--- src/rtl/pmn_mac_if.sv ---
// pmn_mac_if: request/result bundle for the pmn_mac multiply-accumulate unit.
//
//   start  request a new operation (sampled on the rising clock edge)
//   mc     multiplicand, W bits, sampled with start
//   mp     multiplier, W bits, sampled with start
//   op     1 = two's-complement signed, 0 = unsigned
//   acc    1 = add product to current p, 0 = overwrite p
//   p      2W-bit result register
//   busy   operation in progress
//   done   p holds a completed result
//
// master: requester side, slave: the multiplier.
interface pmn_mac_if #(
   parameter int W = 32
);
   logic             start;
   logic [W-1:0]     mc;
   logic [W-1:0]     mp;
   logic             op;
   logic             acc;
   logic [2*W-1:0]   p;
   logic             busy;
   logic             done;

   modport master (
      output start, mc, mp, op, acc,
      input  p, busy, done
   );

   modport slave (
      input  start, mc, mp, op, acc,
      output p, busy, done
   );
endinterface

--- src/rtl/pmn_mac.sv ---
// pmn_mac: sequential multiply-accumulate unit with a serial/parallel
// multiplier core that produces one product bit per clock.
//
// Ports:
//   clk   rising-edge clock
//   rst   synchronous active-high reset
//   bus   pmn_mac_if.slave (start/mc/mp/op/acc in, p/busy/done out)
//
// Requests are registered on the edge that samples start; the FSM acts on
// that registered request one edge later. RUNNING then spends 2W cycles
// generating product bits, so done rises 2W+1 edges after start is sampled.
// A request registered while RUNNING is simply dropped.
module pmn_mac #(
   parameter int W = 32
) (
   input  logic      clk,
   input  logic      rst,
   pmn_mac_if.slave  bus
);
   localparam int PW = 2 * W;
   localparam int CW = $clog2(PW) + 1;

   typedef enum logic [1:0] {
      IDLE    = 2'd0,
      RUNNING = 2'd1,
      DONE    = 2'd2
   } state_t;

   state_t          state_reg;

   // Input sampling stage.
   logic            start_reg;
   logic [W-1:0]    mc_in_reg;
   logic [W-1:0]    mp_in_reg;
   logic            op_in_reg;
   logic            acc_in_reg;

   // Working registers of the serial core.
   logic [PW-1:0]   mcx_reg;     // extended multiplicand
   logic [W-1:0]    mp_reg;      // multiplier, shifted right each cycle
   logic            op_reg;
   logic            acc_reg;
   logic [CW-1:0]   cnt_reg;
   logic [PW-1:0]   pp_reg;      // running partial sum, already shifted
   logic [PW-1:0]   prod_reg;    // product bits, entering at the MSB
   logic [PW-1:0]   p_reg;

   logic [PW-1:0]   mc_ext;
   logic [PW:0]     sum_next;
   logic [PW-1:0]   prod_next;
   logic            mp_fill;
   logic            last_bit;

   // Multiplicand widened to 2W bits: sign-extended in signed mode,
   // zero-extended otherwise.
   genvar gi;
   for (gi = 0; gi < PW; gi++) begin : g_mc_ext
      if (gi < W) begin : g_low
         assign mc_ext[gi] = mc_in_reg[gi];
      end else begin : g_high
         assign mc_ext[gi] = op_in_reg & mc_in_reg[W-1];
      end
   end

   always_comb begin
      // Add the multiplicand when the current multiplier bit is set; the
      // LSB of the sum is the next product bit, the rest carries forward.
      sum_next  = {1'b0, pp_reg} + (mp_reg[0] ? {1'b0, mcx_reg} : {(PW+1){1'b0}});
      prod_next = {sum_next[0], prod_reg[PW-1:1]};
      // After W shifts the multiplier register is all fill bits, which is
      // exactly the sign extension (signed) or zero (unsigned).
      mp_fill   = op_reg & mp_reg[W-1];
      last_bit  = (cnt_reg == CW'(PW - 1));
   end

   always_ff @(posedge clk) begin
      if (rst) begin
         state_reg  <= IDLE;
         start_reg  <= 1'b0;
         mc_in_reg  <= '0;
         mp_in_reg  <= '0;
         op_in_reg  <= 1'b0;
         acc_in_reg <= 1'b0;
         mcx_reg    <= '0;
         mp_reg     <= '0;
         op_reg     <= 1'b0;
         acc_reg    <= 1'b0;
         cnt_reg    <= '0;
         pp_reg     <= '0;
         prod_reg   <= '0;
         p_reg      <= '0;
      end else begin
         start_reg <= bus.start;
         if (bus.start) begin
            mc_in_reg  <= bus.mc;
            mp_in_reg  <= bus.mp;
            op_in_reg  <= bus.op;
            acc_in_reg <= bus.acc;
         end

         case (state_reg)
            IDLE, DONE: begin
               if (start_reg) begin
                  mcx_reg   <= mc_ext;
                  mp_reg    <= mp_in_reg;
                  op_reg    <= op_in_reg;
                  acc_reg   <= acc_in_reg;
                  cnt_reg   <= '0;
                  pp_reg    <= '0;
                  prod_reg  <= '0;
                  state_reg <= RUNNING;
               end
            end
            RUNNING: begin
               pp_reg   <= sum_next[PW:1];
               prod_reg <= prod_next;
               mp_reg   <= {mp_fill, mp_reg[W-1:1]};
               cnt_reg  <= cnt_reg + 1'b1;
               if (last_bit) begin
                  // Carry-out of the accumulation is discarded (mod 2^2W).
                  p_reg     <= acc_reg ? (p_reg + prod_next) : prod_next;
                  state_reg <= DONE;
               end
            end
            default: state_reg <= IDLE;
         endcase
      end
   end

   assign bus.p    = p_reg;
   assign bus.busy = (state_reg == RUNNING);
   assign bus.done = (state_reg == DONE);
endmodule

--- src/flat_wrapper.sv ---
// flat-port wrapper written by rule: the top's interface ports become plain ports
module pmn_mac_flat 
#(
   parameter int W = 32
)
  (clk, rst, bus_start, bus_mc, bus_mp, bus_op, bus_acc, bus_p, bus_busy, bus_done);
  pmn_mac_if #(.W(W)) bus_i ();
  input  logic clk;
  input  logic rst;
  input wire logic [$bits(bus_i.start)-1:0] bus_start;
  input wire logic [$bits(bus_i.mc)-1:0] bus_mc;
  input wire logic [$bits(bus_i.mp)-1:0] bus_mp;
  input wire logic [$bits(bus_i.op)-1:0] bus_op;
  input wire logic [$bits(bus_i.acc)-1:0] bus_acc;
  output wire logic [$bits(bus_i.p)-1:0] bus_p;
  output wire logic [$bits(bus_i.busy)-1:0] bus_busy;
  output wire logic [$bits(bus_i.done)-1:0] bus_done;
  assign bus_i.start = bus_start;
  assign bus_i.mc = bus_mc;
  assign bus_i.mp = bus_mp;
  assign bus_i.op = bus_op;
  assign bus_i.acc = bus_acc;
  assign bus_p = bus_i.p;
  assign bus_busy = bus_i.busy;
  assign bus_done = bus_i.done;
  pmn_mac #(.W(W)) u_core (.clk(clk), .rst(rst), .bus(bus_i));
endmodule
--- config.mk ---
export PLATFORM = sky130hd
export DESIGN_NAME = pmn_mac_flat
export DESIGN_NICKNAME = d
export VERILOG_FILES = /design/src/rtl/pmn_mac_if.sv /design/src/rtl/pmn_mac.sv /design/src/flat_wrapper.sv
export SDC_FILE = /design/constraint.sdc
export NUM_CORES = 1
export LEC_CHECK = 0
export CAP_MARGIN = 20
export CORE_MARGIN = 2
export CORE_UTILIZATION = 55
export CTS_BUF_LIST = sky130_fd_sc_hd__clkbuf_8 sky130_fd_sc_hd__clkbuf_16
export DETAILED_ROUTE_END_ITERATION = 16
export MAX_ROUTING_LAYER = met4
export PLACE_DENSITY = 0.8
export SYNTH_ARGS = -nofsm -noshare
export SYNTH_HDL_FRONTEND = slang
export SYNTH_SLANG_ARGS = --single-unit
--- constraint.sdc ---
create_clock -name clk -period 5.7 [get_ports clk]
set_input_delay 0.855 -clock clk [delete_from_list [all_inputs] [get_ports clk]]
set_output_delay 0.855 -clock clk [all_outputs]
set_load 0.01 [all_outputs]
# Word-level counts from Yosys, hierarchy flattened

Index checks and enable logic that the tools add are counted.

$add $sub $neg: 3
Eq/ne operators: 5
Multiplexer cells: 12
Bitwise operators: 2
Reduce and logical (&&, ||, !) cells: 7

Operator list:

| operator            | count |
|---|---|
| $pmux 64 s2         | 2 |
| $mux 64             | 3 |
| $add 64x65->65      | 1 |
| $add 64x64->64      | 1 |
| $pmux 32 s2         | 1 |
| $mux 32             | 1 |
| $pmux 7 s2          | 1 |
| $reduce_and 2->1    | 4 |
| $add 7x1->7 const B | 1 |
| $eq 7x6->1 const B  | 1 |
| $mux 7              | 1 |
| $mux 2              | 2 |
| $ne 2x1->1 const B  | 2 |
| $pmux 2 s2          | 1 |
| $and 1x1->1         | 2 |
| $eq 2x1->1 const B  | 1 |
| $eq 2x2->1 const B  | 1 |
| $logic_not 2->1     | 1 |
| $reduce_bool 2->1   | 1 |
| $reduce_or 2->1     | 1 |

Register bits: 335
Input port bits: 69
Output and inout bits: 66
Logic and storage cells: 43

# Logic depth before layout (Yosys ltp)

Depth after elaboration: 4
Gate-level depth with buffers: 16

# Worst setup path before layout

No wires, ideal clock.

Path kind: register to register
From: reg u_core.mp_reg[0]
To: reg u_core.pp_reg[55]
Data arrival time: 3279 ps
Data required time: 5583 ps
Setup slack: 2303 ps
Stages on the path, launching flop included: 17
Clock period less this slack: 3397 ps
Path through: dfxtp_1 buf_2 clkbuf_1 and2_1 ha_1 inv_1 fa_1 nor2b_1 o211a_1 o211a_1 o21ai_1 a211oi_1 o31a_1 a31o_2 a21oi_1 or3_1 a32o_1

Longest elaborated chain between the ends: 3

RTL lines:

| element                | line           | text |
|---|---|---|
| start, declared        | pmn_mac.sv:40  | `logic [W-1:0] mp_reg;` |
| start signal, assigned | pmn_mac.sv:105 | `mp_reg <= mp_in_reg;` |
| start signal, assigned | pmn_mac.sv:117 | `mp_reg <= {mp_fill, mp_reg[W-1:1]};` |
| $mux 64                | pmn_mac.sv:68  | `sum_next = {1'b0, pp_reg} + (mp_reg[0] ? {1'b0, mcx_reg} : {(PW+1){1'b0}});` |
| $add 64x65->65         | pmn_mac.sv:68  |  |
| $pmux 64 s2            | pmn_mac.sv:101 | `case (state_reg)` |
| end signal, assigned   | pmn_mac.sv:115 | `pp_reg <= sum_next[PW:1];` |
| end, declared          | pmn_mac.sv:44  | `logic [PW-1:0] pp_reg;` |

Every way passes these cells.
A chain may end at the register's enable or synchronous reset.

# Final worst setup path

From: reg u_core.state_reg[0]
To: out bus_busy

Longest elaborated chain between the ends: 1

RTL lines:

| element                | line               | text |
|---|---|---|
| start, declared        | pmn_mac.sv:29      | `state_t state_reg;` |
| start signal, assigned | pmn_mac.sv:78      | `state_reg <= IDLE;` |
| start signal, assigned | pmn_mac.sv:111     | `state_reg <= RUNNING;` |
| start signal, assigned | pmn_mac.sv:122     | `state_reg <= DONE;` |
| $eq 2x1->1             | pmn_mac.sv:131     | `assign bus.busy = (state_reg == RUNNING);` |
| end, declared          | flat_wrapper.sv:16 | `output wire logic [$bits(bus_i.busy)-1:0] bus_busy;` |

Every way passes these cells.

==> metrics.yaml <==
final_area_um2: 22800
finalSetupViolations: 0
clock_skew_ps: 32.5
wl_um: 54800
vias_per_cell: 6.19
die-area_um2: 38100
crit_path_start_kind: "flip-flop"
synthTopCellsByArea: "dfxtp_1 (33%), nor2_1 (6.2%), ha_1 (6.0%), a21oi_1 (5.9%), nand2_1 (5.1%)"
grt_max_degree: 112
die_height_um: 195
layout_common_cells: "dfxtp_1 (333), nor2_1 (330), nand2_1 (276), a21oi_1 (236), clkdlybuf4s50_1 (132)"
ioPinCount: 135
endpoint: "bus_busy"
avgRoutedWirePerCell_um: 18.0
cts.clk_slew.worst_paths_ps: 60
cp_data_required_time_ps: 4850
rsz0062_at_grt: "no"
via_count: 18883
finalNetCount: 2726
rr_worst_depth: 14
p_total_w: 0.00524
htree_levels: 2
cts_buffers: 37
yosys_warnings: 0
drtIter0Drc: 1583
tns_ps: 0
cts_tree: "built"
end_kind: "output port"
regToRegEndpoint: "u_core.pp_reg[57]"
status: "finished clean"
clkPwrFrac: 0.487
p_switching_w: 0.00120
cts_buffer_depth: 3
maxSlewHeadroom: 0.251
post_cts.repair.setup_buffers: 0
cts_sinks: 334
crit_path_top_delay_cell: "buf_4"
p_per_area_nw_per_um2: 230
power_leakage_nw: 8.91
synth.cell_area_um2: 20100
cts_root_buf: "clkbuf_16"
grt_pass1_vias: 17877
yosysUniqueCellTypes: 82
gr-total-overflow: 0
fillers: 3104
area_delta_synth_final_pct: 13.1
postRouteAntennaNets: 0
syn_nets: 2734
worstSetupStartpoint: "u_core.state_reg[0]"
synth_top_area_cell: "dfxtp_1"
hold_class: "reg -> reg"
fin_crit_sh: 0.742
r2r-start: "u_core.mp_reg[0]"
vdd_drop_max_v: 0.000270
mostFrequentLayoutCell: "dfxtp_1"
drv_cap: 0
seqPwrFrac: 0.459
synth_seq_cells: 334
port_buffers: 134
cp_slowest_stage_delay_ps: 750
worstMarginPinSlew_ps: 1120
track_usage: 0.291
dpl_cell_area_um2: 21500
p_int_w: 0.00404
clk_latency_ps: 560
worst-path-max-fanout: 76
cp_cell_sequence: "nand2b_1, inv_4, buf_4, clkdlybuf4s50_1"
placementRows: 70
criticalPathCategory: "reg -> out"
slew_viol_final: 0
reg2reg_slack_ps: 1900
swShare: 0.229
start_util: 0.553
seq_area_frac_synth: 0.332
grt_pass1_wl_um: 90300
async_flop_share: 0
design.core.area_um2: 36300
drcViolationCount: 0
die_w_um: 195
synth.top_cell.area_share: 0.332
cp.arrival_ps: 3380
p_comb_frac: 0.054
synth-main-ff-cell: "dfxtp_1"
finalHoldViolCount: 0
fmax_mhz: 236
drtPass1Iterations: 7
syn_avg_cell_area_um2: 7.84
globalplace.congestion: 0.942
syn_inst: 2566
antenna_found_initial: 2
drive_above_1_share: 0.0484
dp_hpwl_um: 38000
layout_min_cycle_time_ps: 4230
synth-edff-count: 0
post_cts_resized: 0
cts_hold_repair.buffers: 0
==> area by class of cell <==
| class | count | area (um^2) | area share |
|---|---|---|---|
| Tap cell | 468 | 586 | 0.0257 |
| Clock buffer | 43 | 1030 | 0.0453 |
| Clock inverter | 19 | 253 | 0.0111 |
| Antenna cell | 2 | 5.00 | 0.000220 |
| Timing Repair Buffer | 154 | 1510 | 0.0662 |
| Inverter | 32 | 123 | 0.00539 |
| Multi-Input combinational cell | 1999 | 12600 | 0.552 |
| Sequential cell | 334 | 6690 | 0.294 |
==> power by group through the flow <==
stage	Clock, W	Combinational [W]	Sequential (W)
after CTS	0.00259	0.000280	0.00241
after floorplan	0	0.000184	0.00244
after global placement	0	0.000272	0.00245
final	0.00255	0.000284	0.00241
after detailed placement	0	0.000278	0.00246
after global routing	0.00268	0.000312	0.00241
==> cell usage after synthesis (31+ instances only) <==
cell      instances
a21o_1           71
nand2_1         276
clkbuf_1        178
a211oi_1         60
nand3_1          45
mux2i_1          98
o21ai_0         106
ha_1             97
nand4_1          38
nor3_1           46
nor2_1          332
a22oi_1         126
xor2_1           33
a21oi_1         236
xnor2_1          94
inv_1            31
dfxtp_1         334
and2_1           45
==> how the worst min path moves through the flow <==
stage                               startpoint                 end  slack (ps)  depth (start not counted)
final                      u_core.mc_in_reg[0]   u_core.mcx_reg[0]         440                          2
after global routing         u_core.mp_reg[26]   u_core.mp_reg[26]         470                          2
after CTS                  u_core.mc_in_reg[0]   u_core.mcx_reg[0]         440                          2
after detailed placement  u_core.mc_in_reg[23]  u_core.mcx_reg[23]         440                          2
after global placement    u_core.mc_in_reg[23]  u_core.mcx_reg[23]         430                          2
after floorplan            u_core.mc_in_reg[0]   u_core.mcx_reg[0]         430                          2
==> stage by stage <==
step | cells | setup WS [ps] | hold WS (ps) | util
after floorplan | 2566 | 2300 | 431 | -
after global placement | 2986 | 2080 | 435 | 0.590
after detailed placement | 2986 | 1940 | 441 | 0.590
after CTS | 3048 | 1450 | 440 | 0.626
after global routing | 3051 | 1240 | 468 | 0.626
final | 3051 | 1470 | 436 | 0.626
==> cells by family (layout without fill, tap and decap cells) <==
| group | count (synthesis) | after routing | synth area share |
|---|---|---|---|
| compound gates | 771 | 771 | 0.253 |
| xor+xnor | 127 | 127 | 0.0553 |
| fa+ha+maj | 100 | 100 | 0.0628 |
| buf+inv | 233 | 248 | 0.0441 |
| flops | 334 | 334 | 0.332 |
| mux | 103 | 103 | 0.0516 |
| other cells | 0 | 2 | 0 |
| simple gates | 898 | 898 | 0.201 |
==> critical path: cells and delay by family, from the launching register on <==
kind / cells / cell delay [ps]
flip-flops: 1 / 400
buffers and inverters: 3 / 2100
AND/OR/NAND/NOR: 1 / 260
==> routing by layer <==
metal	share of wire	track usage	wire length (um)	up-vias
met5	0	-	0	-
met4	0.031	0.109	1700	0
met1	0.46	0.377	25000	8957
met2	0.45	0.451	24600	564
met3	0.063	0.0560	3470	126
li1	-	-	-	9236
No activity file was read; power rests on OpenSTA's default activity.
